[src/rtl/mem_access_ctrl_if.sv]
// Request / write-data / read-data handshake bundle between the processor
// control FSM (master) and the memory access controller (slave).
interface mem_access_ctrl_if #(
    parameter int ADDR_W = 5,
    parameter int DATA_W = 32,
    parameter int LEN_W  = 3
);
    logic              req_valid;
    logic              req_ready;
    logic              req_wr;
    logic [ADDR_W-1:0] req_addr;
    logic [LEN_W-1:0]  req_len;
    logic              wr_valid;
    logic [DATA_W-1:0] wr_data;
    logic              wr_ready;
    logic              rd_valid;
    logic [DATA_W-1:0] rd_data;
    logic              done;
    logic              busy;

    modport master (
        output req_valid, req_wr, req_addr, req_len, wr_valid, wr_data,
        input  req_ready, wr_ready, rd_valid, rd_data, done, busy
    );

    modport slave (
        input  req_valid, req_wr, req_addr, req_len, wr_valid, wr_data,
        output req_ready, wr_ready, rd_valid, rd_data, done, busy
    );
endinterface

[src/rtl/mem_access_ctrl.sv]
// Memory access controller: turns single/multi-beat read or write requests
// into sigon-framed accesses on a word-addressed memory. Address, data and
// write-enable are only ever changed on edges that leave sigon low.
module mem_access_ctrl #(
    parameter int ADDR_W        = 5,
    parameter int DATA_W        = 32,
    parameter int LEN_W         = 3,
    parameter int ACCESS_CYCLES = 1
) (
    input  logic              clk,
    input  logic              rst,
    mem_access_ctrl_if.slave  host,
    output logic [ADDR_W-1:0] mem_addr,
    output logic [DATA_W-1:0] mem_datain,
    output logic              mem_sigwr,
    output logic              mem_sigon,
    input  logic [DATA_W-1:0] mem_dataout
);

    localparam int WAIT_W = (ACCESS_CYCLES > 1) ? $clog2(ACCESS_CYCLES) : 1;
    localparam logic [WAIT_W-1:0] WAIT_LAST = WAIT_W'(ACCESS_CYCLES - 1);

    typedef enum logic [1:0] {
        IDLE   = 2'd0,
        SETUP  = 2'd1,
        ACCESS = 2'd2,
        DONE   = 2'd3
    } state_t;

    state_t             state_q;
    logic               wr_q;
    logic [LEN_W-1:0]   len_q;
    logic [LEN_W-1:0]   beat_q;
    logic [WAIT_W-1:0]  wait_q;
    logic [ADDR_W-1:0]  addr_q;
    logic [DATA_W-1:0]  datain_q;
    logic [DATA_W-1:0]  rd_data_q;
    logic               sigwr_q;
    logic               sigon_q;
    logic               rd_valid_q;
    logic               done_q;

    logic [ADDR_W-1:0]  addr_d;
    logic [LEN_W-1:0]   beat_d;
    logic               last_beat_d;
    logic               last_wait_d;

    // Next-beat address (wraps naturally at 2^ADDR_W) and end-of-beat/burst flags
    always_comb begin
        addr_d      = addr_q + ADDR_W'(1);
        beat_d      = beat_q + LEN_W'(1);
        last_beat_d = (beat_q == len_q);
        last_wait_d = (wait_q == WAIT_LAST);
    end

    assign host.req_ready = (state_q == IDLE);
    assign host.busy      = (state_q != IDLE);
    // Write words are only taken while parked in SETUP of a write burst
    assign host.wr_ready  = (state_q == SETUP) && wr_q && host.wr_valid;
    assign host.rd_valid  = rd_valid_q;
    assign host.rd_data   = rd_data_q;
    assign host.done      = done_q;

    assign mem_addr   = addr_q;
    assign mem_datain = datain_q;
    assign mem_sigwr  = sigwr_q;
    assign mem_sigon  = sigon_q;

    // Burst sequencer with registered memory-side and status outputs
    always_ff @(posedge clk) begin
        if (rst) begin
            state_q    <= IDLE;
            wr_q       <= 1'b0;
            len_q      <= '0;
            beat_q     <= '0;
            wait_q     <= '0;
            addr_q     <= '0;
            datain_q   <= '0;
            rd_data_q  <= '0;
            sigwr_q    <= 1'b0;
            sigon_q    <= 1'b0;
            rd_valid_q <= 1'b0;
            done_q     <= 1'b0;
        end else begin
            rd_valid_q <= 1'b0;
            done_q     <= 1'b0;
            case (state_q)
                IDLE: begin
                    if (host.req_valid) begin
                        wr_q    <= host.req_wr;
                        len_q   <= host.req_len;
                        beat_q  <= '0;
                        wait_q  <= '0;
                        addr_q  <= host.req_addr;
                        sigwr_q <= host.req_wr;
                        sigon_q <= 1'b0;
                        state_q <= SETUP;
                    end
                end
                SETUP: begin
                    // Reads go straight through; writes wait for a data word
                    if (!wr_q) begin
                        sigon_q <= 1'b1;
                        wait_q  <= '0;
                        state_q <= ACCESS;
                    end else if (host.wr_valid) begin
                        datain_q <= host.wr_data;
                        sigon_q  <= 1'b1;
                        wait_q   <= '0;
                        state_q  <= ACCESS;
                    end
                end
                ACCESS: begin
                    if (last_wait_d) begin
                        sigon_q <= 1'b0;
                        if (!wr_q) begin
                            rd_data_q  <= mem_dataout;
                            rd_valid_q <= 1'b1;
                        end
                        if (last_beat_d) begin
                            sigwr_q <= 1'b0;
                            done_q  <= 1'b1;
                            state_q <= DONE;
                        end else begin
                            addr_q  <= addr_d;
                            beat_q  <= beat_d;
                            state_q <= SETUP;
                        end
                    end else begin
                        wait_q <= wait_q + WAIT_W'(1);
                    end
                end
                DONE: begin
                    sigon_q <= 1'b0;
                    sigwr_q <= 1'b0;
                    state_q <= IDLE;
                end
                default: begin
                    state_q <= IDLE;
                end
            endcase
        end
    end

endmodule

[src/flat_wrapper.sv]
// flat-port wrapper written by rule: the top's interface ports become plain ports
module mem_access_ctrl_flat 
#(
    parameter int ADDR_W        = 5,
    parameter int DATA_W        = 32,
    parameter int LEN_W         = 3,
    parameter int ACCESS_CYCLES = 1
)
  (clk, rst, mem_addr, mem_datain, mem_sigwr, mem_sigon, mem_dataout, host_req_valid, host_req_wr, host_req_addr, host_req_len, host_wr_valid, host_wr_data, host_req_ready, host_wr_ready, host_rd_valid, host_rd_data, host_done, host_busy);
  mem_access_ctrl_if #(.ADDR_W(ADDR_W), .DATA_W(DATA_W), .LEN_W(LEN_W)) host_i ();
  input  logic clk;
  input  logic rst;
  output logic [ADDR_W-1:0] mem_addr;
  output logic [DATA_W-1:0] mem_datain;
  output logic mem_sigwr;
  output logic mem_sigon;
  input  logic [DATA_W-1:0] mem_dataout;
  input wire logic [$bits(host_i.req_valid)-1:0] host_req_valid;
  input wire logic [$bits(host_i.req_wr)-1:0] host_req_wr;
  input wire logic [$bits(host_i.req_addr)-1:0] host_req_addr;
  input wire logic [$bits(host_i.req_len)-1:0] host_req_len;
  input wire logic [$bits(host_i.wr_valid)-1:0] host_wr_valid;
  input wire logic [$bits(host_i.wr_data)-1:0] host_wr_data;
  output wire logic [$bits(host_i.req_ready)-1:0] host_req_ready;
  output wire logic [$bits(host_i.wr_ready)-1:0] host_wr_ready;
  output wire logic [$bits(host_i.rd_valid)-1:0] host_rd_valid;
  output wire logic [$bits(host_i.rd_data)-1:0] host_rd_data;
  output wire logic [$bits(host_i.done)-1:0] host_done;
  output wire logic [$bits(host_i.busy)-1:0] host_busy;
  assign host_i.req_valid = host_req_valid;
  assign host_i.req_wr = host_req_wr;
  assign host_i.req_addr = host_req_addr;
  assign host_i.req_len = host_req_len;
  assign host_i.wr_valid = host_wr_valid;
  assign host_i.wr_data = host_wr_data;
  assign host_req_ready = host_i.req_ready;
  assign host_wr_ready = host_i.wr_ready;
  assign host_rd_valid = host_i.rd_valid;
  assign host_rd_data = host_i.rd_data;
  assign host_done = host_i.done;
  assign host_busy = host_i.busy;
  mem_access_ctrl #(.ADDR_W(ADDR_W), .DATA_W(DATA_W), .LEN_W(LEN_W), .ACCESS_CYCLES(ACCESS_CYCLES)) u_core (.clk(clk), .rst(rst), .host(host_i), .mem_addr(mem_addr), .mem_datain(mem_datain), .mem_sigwr(mem_sigwr), .mem_sigon(mem_sigon), .mem_dataout(mem_dataout));
endmodule
[config.mk]
export PLATFORM = sky130hd
export DESIGN_NAME = mem_access_ctrl_flat
export DESIGN_NICKNAME = d
export VERILOG_FILES = /design/src/rtl/mem_access_ctrl_if.sv /design/src/rtl/mem_access_ctrl.sv /design/src/flat_wrapper.sv
export SDC_FILE = /design/constraint.sdc
export NUM_CORES = 1
export LEC_CHECK = 0
export BUFFER_PORTS_ARGS = -buffer_cell sky130_fd_sc_hd__clkbuf_2
export CORE_MARGIN = 5
export CORE_UTILIZATION = 45
export DETAILED_ROUTE_END_ITERATION = 16
export GPL_TIMING_DRIVEN = 1
export PLACE_DENSITY = 0.83
export SYNTH_ARGS = -nofsm -noshare
export SYNTH_HDL_FRONTEND = slang
export SYNTH_SLANG_ARGS = --single-unit
export TNS_END_PERCENT = 10
[constraint.sdc]
create_clock -name clk -period 1.99 [get_ports clk]
set_clock_uncertainty 0.2 [all_clocks]
set_input_delay 0.398 -clock clk [delete_from_list [all_inputs] [get_ports clk]]
set_output_delay 0.398 -clock clk [all_outputs]
set_load 0.05 [all_outputs]
Word-level counts from Yosys, hierarchy flattened
Cells that the tools add are included.

Bits of input ports: 77. Output and inout port bits: 76. Latch bits: 0. Flip-flop bits (word level): 83. RAM bits: 0. Memories: 0. Memory bits (read-only): 0. Word-level logic and storage cells: 71.

Multiplexer cells: 29. Divide/modulo/power cells: 0. Bitwise logic cells: 3. Equality and inequality tests: 9. Reduce and logical (&&, ||, !) cells: 15. Shift-type cells: 0. $lt $le $gt $ge: 0. $mul: 0. Add/sub/neg operators: 3.

Operators by type and width (number): $mux 5 (3); $mux 1 (12); $reduce_and 3->1 (4); $mux 2 (5); $pmux 5 s2 (1); $mux 3 (3); $pmux 2 s4 (1); $reduce_and 4->1 (2); $ne 2x2->1 const B (3); $pmux 1 s3 (2); $pmux 3 s2 (1); $reduce_bool 3->1 (2); $add 5x1->5 const B (1); $eq 2x2->1 const B (2); $pmux 1 s4 (1); $reduce_bool 2->1 (2); $add 3x1->3 const B (1); $eq 3x3->1 (1); $ne 3x3->1 const B (1); $not 1->1 (3); $reduce_or 3->1 (1); $eq 2x1->1 const B (1); $logic_and 1x1->1 (2); $logic_not 2->1 (1); other kinds (3) (3).

Logic depth before layout (Yosys ltp)
Depth in word-level cells: 4. Depth in mapped cells: 7. Mapped depth without buffers: 5.

Worst setup path after synthesis
Ideal clock, no wire load.

Path type: register to output. Start point: reg u_core.state_q[0]. End point: out host_busy. Cell stages (with the launch flop): 4. Path buffers: 1. Required time: 1392 ps. Slack: -191 ps. Arrival time: 1583 ps. Cells stage by stage: dfxtp_1 buf_2 nor2_1 inv_1.

Longest elaborated chain between the ends: 1.

Ends and longest elaborated chain: start: declaration (line mem_access_ctrl.sv:30) `state_t state_q;`; start signal: assignment (line mem_access_ctrl.sv:72) `state_q <= IDLE;`; start signal: assignment (line mem_access_ctrl.sv:97) `state_q <= SETUP;`; start signal: assignment (line mem_access_ctrl.sv:105) `state_q <= ACCESS;`; $reduce_bool 2->1 (line mem_access_ctrl.sv:57) `assign host.busy = (state_q != IDLE);`; end: declaration (line flat_wrapper.sv:29) `output wire logic [$bits(host_i.busy)-1:0] host_busy;`.

Every way passes these cells.

Final worst setup path
Start point: reg u_core.state_q[1]. End point: out host_wr_ready.

Longest elaborated chain between the ends: 3.

Ends and longest elaborated chain: $eq 2x1->1 (line mem_access_ctrl.sv:59) `assign host.wr_ready = (state_q == SETUP) && wr_q && host.wr_valid;`; $logic_and 1x1->1 (2 in series) (line mem_access_ctrl.sv:59); end: declaration (line flat_wrapper.sv:25) `output wire logic [$bits(host_i.wr_ready)-1:0] host_wr_ready;`.

Every way passes these cells.

==> summary.md <==
| Metric | Value |
|---|---|
| Syn_nets | `459` |
| Total negative slack | `0 ns` |
| Final Max Slew Viols | `0` |
| Worst-Margin Slew | `0.4302 ns` |
| Clk slew on worst S/H paths | `0.08 ns` |
| Gpl congestion | `0.8003` |
| Distinct cells, synth | `33` |
| Pin count of the biggest net entering global routing | `37` |
| I/O Pins | `153` |
| CP endpoint kind | `output port` |
| Status | `complete, no violations` |
| Num CTS Buffers | `9` |
| Worst VDD drop | `0.3790 mV` |
| Worst Hold Path Cells | `3` |
| Yosys top cell area share | `53.79%` |
| RSZ-0062 raised after global routing | `false` |
| Fraction of synthesized area in multiplexers | `1.681%` |
| Main combinational cell family by area after synthesis | `simple AND/OR/NAND/NOR gates` |
| Crit share post-route | `93.30%` |
| Diode count | `0` |
| Crit-path max FO | `13` |
| Share of cells above drive strength 1 | `34.53%` |
| Initial antenna violation count | `0` |
| Netlist Area Pre-Place | `0.003052 mm2` |
| Simple logic cell fraction of the synthesized area | `23.33%` |
| Die width | `92.35 um` |
| Most used DFF post-synth | `dfxtp_1` |
| Via count | `3030` |
| Fin area | `0.004114 mm2` |
| Routed WL | `7894 um` |
| Startpoint Class | `flip-flop` |
| Wire length per cell | `12.94 um` |
| Row cnt | `30` |
| Placed insts | `594` |
| Post-synthesis xor/xnor area fraction | `0.8610%` |
| Final Hold Viols | `0` |
| Hold bufs inserted after CTS | `0` |
| Power Dens Cells | `873.8 mW/mm2` |
| Crit-path slowest cell | `dfxtp_2` |
| DRT iter0 DRCs | `69` |
| Global-route wire length before repair | `12560 um` |
| Crit Path Category | `reg2out` |
| Post-Syn Area per Cell | `8.031 um2` |
| Final setup vio count | `0` |
| Fin Hold WS | `0.06765 ns` |
| Synth-to-Final Area Change | `34.81%` |
| Vias/cell | `4.967` |
| Die H | `92.35 um` |
| Non-Filler Instances | `610` |
| Detailed Place HPWL | `6023 um` |
| Max stage delay on crit path | `0.39 ns` |
| Yosys synthesis warning count | `0` |
| Worst R2R Path Depth | `4` |
| Buffers inserted by post-CTS timing repair | `0` |
| Placed instance area | `0.003892 mm2` |
| Adder and majority gate portion of the synthesized area | `0.8200%` |
| Initial Util | `45.67%` |
| Worst slew margin | `71.32%` |
| Skew-Pair Late Insertion Delay | `0.34 ns` |
| CTS root buf | `clkbuf_8` |
| Final worst path period need | `1.857 ns` |
| Pre-antenna DRT Iters | `4` |
| MaxCap Viol Count | `0` |
| Clk sinks | `82` |
| Core area | `0.006681 mm2` |
| Req. time, crit path | `1.39 ns` |
| Fin worst setup slack | `0.1334 ns` |
| Post-synthesis compound-gate area fraction | `15.21%` |
| Port Buffers | `152` |
| Min-Delay Endpoint | `u_core.host.rd_data[10]` |
| DRC | `0` |
| WP buf/inv | `2` |
| CP delay by family, top | `flip-flops` |
| Async set-reset flop share out of synthesis | `0%` |
| HP Class | `in2reg` |
| CTS Buffer Depth | `2` |
| LEAKAGE | `1.804 nW` |
| Antenna Nets Post-Route | `0` |
| DIE AREA | `0.008529 mm2` |
| Crit path DAT | `1.26 ns` |
| Post-synth EDFFs | `0` |
| Area leader, netlist | `dfxtp_1` |
| Register area share after synthesis | `53.79%` |
| Final net count | `604` |
| Worst reg2reg endpoint | `u_core.mem_addr[0]` |
| Synth area leaders | `dfxtp_1 (54%), nand2_1 (17%), a21oi_1 (12%)` |
| Pre-CTS WS | `0.1136 ns` |
| Vias in the first global route | `2828` |
| Syn Inst Count | `380` |
| CTS tree | `yes` |
| Total track usage | `18.34%` |
| Reg2reg setup slack | `0.24 ns` |
| R2R Path Start | `u_core.state_q[1]` |
| H-tree levels | `3` |
| Fmax | `0.5386 GHz` |
| Hold Startpoint | `mem_dataout[10]` |
| Overflow after GRT | `0` |
| Critical-path cell list | `nand4b_1 > inv_1 > buf_12` |
| Synth Register Bits | `82` |
[flip-flops by register name, summed over array words and instances, names as in the netlist]
name	flops
u_core.mem_sigon	1
u_core.beat_q	3
u_core.len_q	3
u_core.mem_addr	5
u_core.mem_datain	32
u_core.host.done	1
u_core.host.rd_valid	1
u_core.host.rd_data	32
u_core.mem_sigwr	1
u_core.state_q	2
u_core.wr_q	1
[timing repair]
| item | 4_1_cts | 5_1_grt |
|---|---|---|
| endpoints found under the setup margin | 0 | 5 |
| endpoints found under the hold margin | 0 | 0 |
| resized for setup | 0 | 2 |
[where the power goes]
group / total [W] / switching (W) / internal [W]
Combinational: 0.000541 / 0.000370 / 0.000171
Clock: 0.00131 / 0.000573 / 0.000737
Sequential: 0.00174 / 0.0000443 / 0.00170
[cell usage in the layout (no fill, tap or decap), drive strengths merged]
cell	instances
or3	1
nor2b	1
or2	1
clkinvlp	1
nand3b	3
ha	2
nor2	11
o22a	1
mux2	1
and2	2
nand2b	5
buf	10
nor4b	1
a21oi	74
xnor2	3
nand3	3
o32ai	2
clkbuf	162
nand2	136
nor3	3
or4b	1
o311ai	1
dfxtp	82
a31oi	1
a211oi	1
clkinv	2
o21ai	4
o21bai	1
a41o	1
a21o	1
nand4b	3
inv	3
bufinv	2
mux2i	4
[logic make-up (layout without fill, tap and decap cells)]
| group | after synthesis | after routing |
|---|---|---|
| adders and majority gates | 2 | 2 |
| AOI/OAI and AO/OA | 87 | 87 |
| DFF | 82 | 82 |
| and+or+nand+nor | 171 | 171 |
| buffers and inverters | 30 | 180 |
| muxes | 5 | 5 |
| xor gates and xnor gates | 3 | 3 |
[worst reg2reg max path, cell delays in order, from the launching register on]
cell and delay (ns):
dfxtp_2 0.45, o21bai_1 0.15, a41o_1 0.35, or3_1 0.39, a21oi_1 0.15
[layer usage]
metal | share of wire (%) | GRT usage (%) | vias up
met4 | 1.3 | 6.683 | 0
met5 | 0 | 0 | -
met1 | 40 | 20.60 | 1370
met3 | 11 | 8.448 | 8
li1 | - | - | 1533
met2 | 47 | 30.45 | 119
[synthesized netlist by cell type, types with 2 or more instances]
cell type  instances
o32ai_1            2
inv_1              3
o21ai_0            4
xnor2_1            3
a21oi_1           74
nand3b_1           3
nand4b_1           3
clkbuf_1          14
mux2i_1            4
dfxtp_1           82
nand3_1            3
nor2_1            11
ha_1               2
nand2b_1           5
nor3_1             3
nand2_1          136
buf_2             12
[layout make-up]
type / instances / area, um2
Fill cell: 620 / 2567
Sequential cell: 82 / 1644
Multi-Input combinational cell: 268 / 1284
Timing Repair Buffer: 161 / 855.8
Clock buffer: 11 / 141.4
Tap cell: 80 / 100.1
Clock inverter: 5 / 77.57
Inverter: 3 / 11.26
[worst max-delay path by stage]
stage / from / to / slack, ns / depth (start not counted)
floorplan: u_core.state_q[0] / host_busy / 0.14 / 3
global placement: u_core.state_q[1] / u_core.mem_addr[0] / 0.20 / 4
detailed placement: u_core.state_q[1] / u_core.mem_addr[0] / 0.11 / 4
CTS: u_core.state_q[1] / host_wr_ready / 0.01 / 3
global route: u_core.state_q[1] / host_wr_ready / 0.05 / 3
finish: u_core.state_q[1] / host_wr_ready / 0.13 / 3
[metrics by stage]
stage                     total power [W]  util, %
after floorplan                  0.002149        -
after detailed placement         0.002327    58.26
after global placement           0.002315    58.26
after global routing             0.003776    61.57
final                            0.003595    61.57
after CTS                        0.003646    61.54
(Power assumes the default switching activity.)
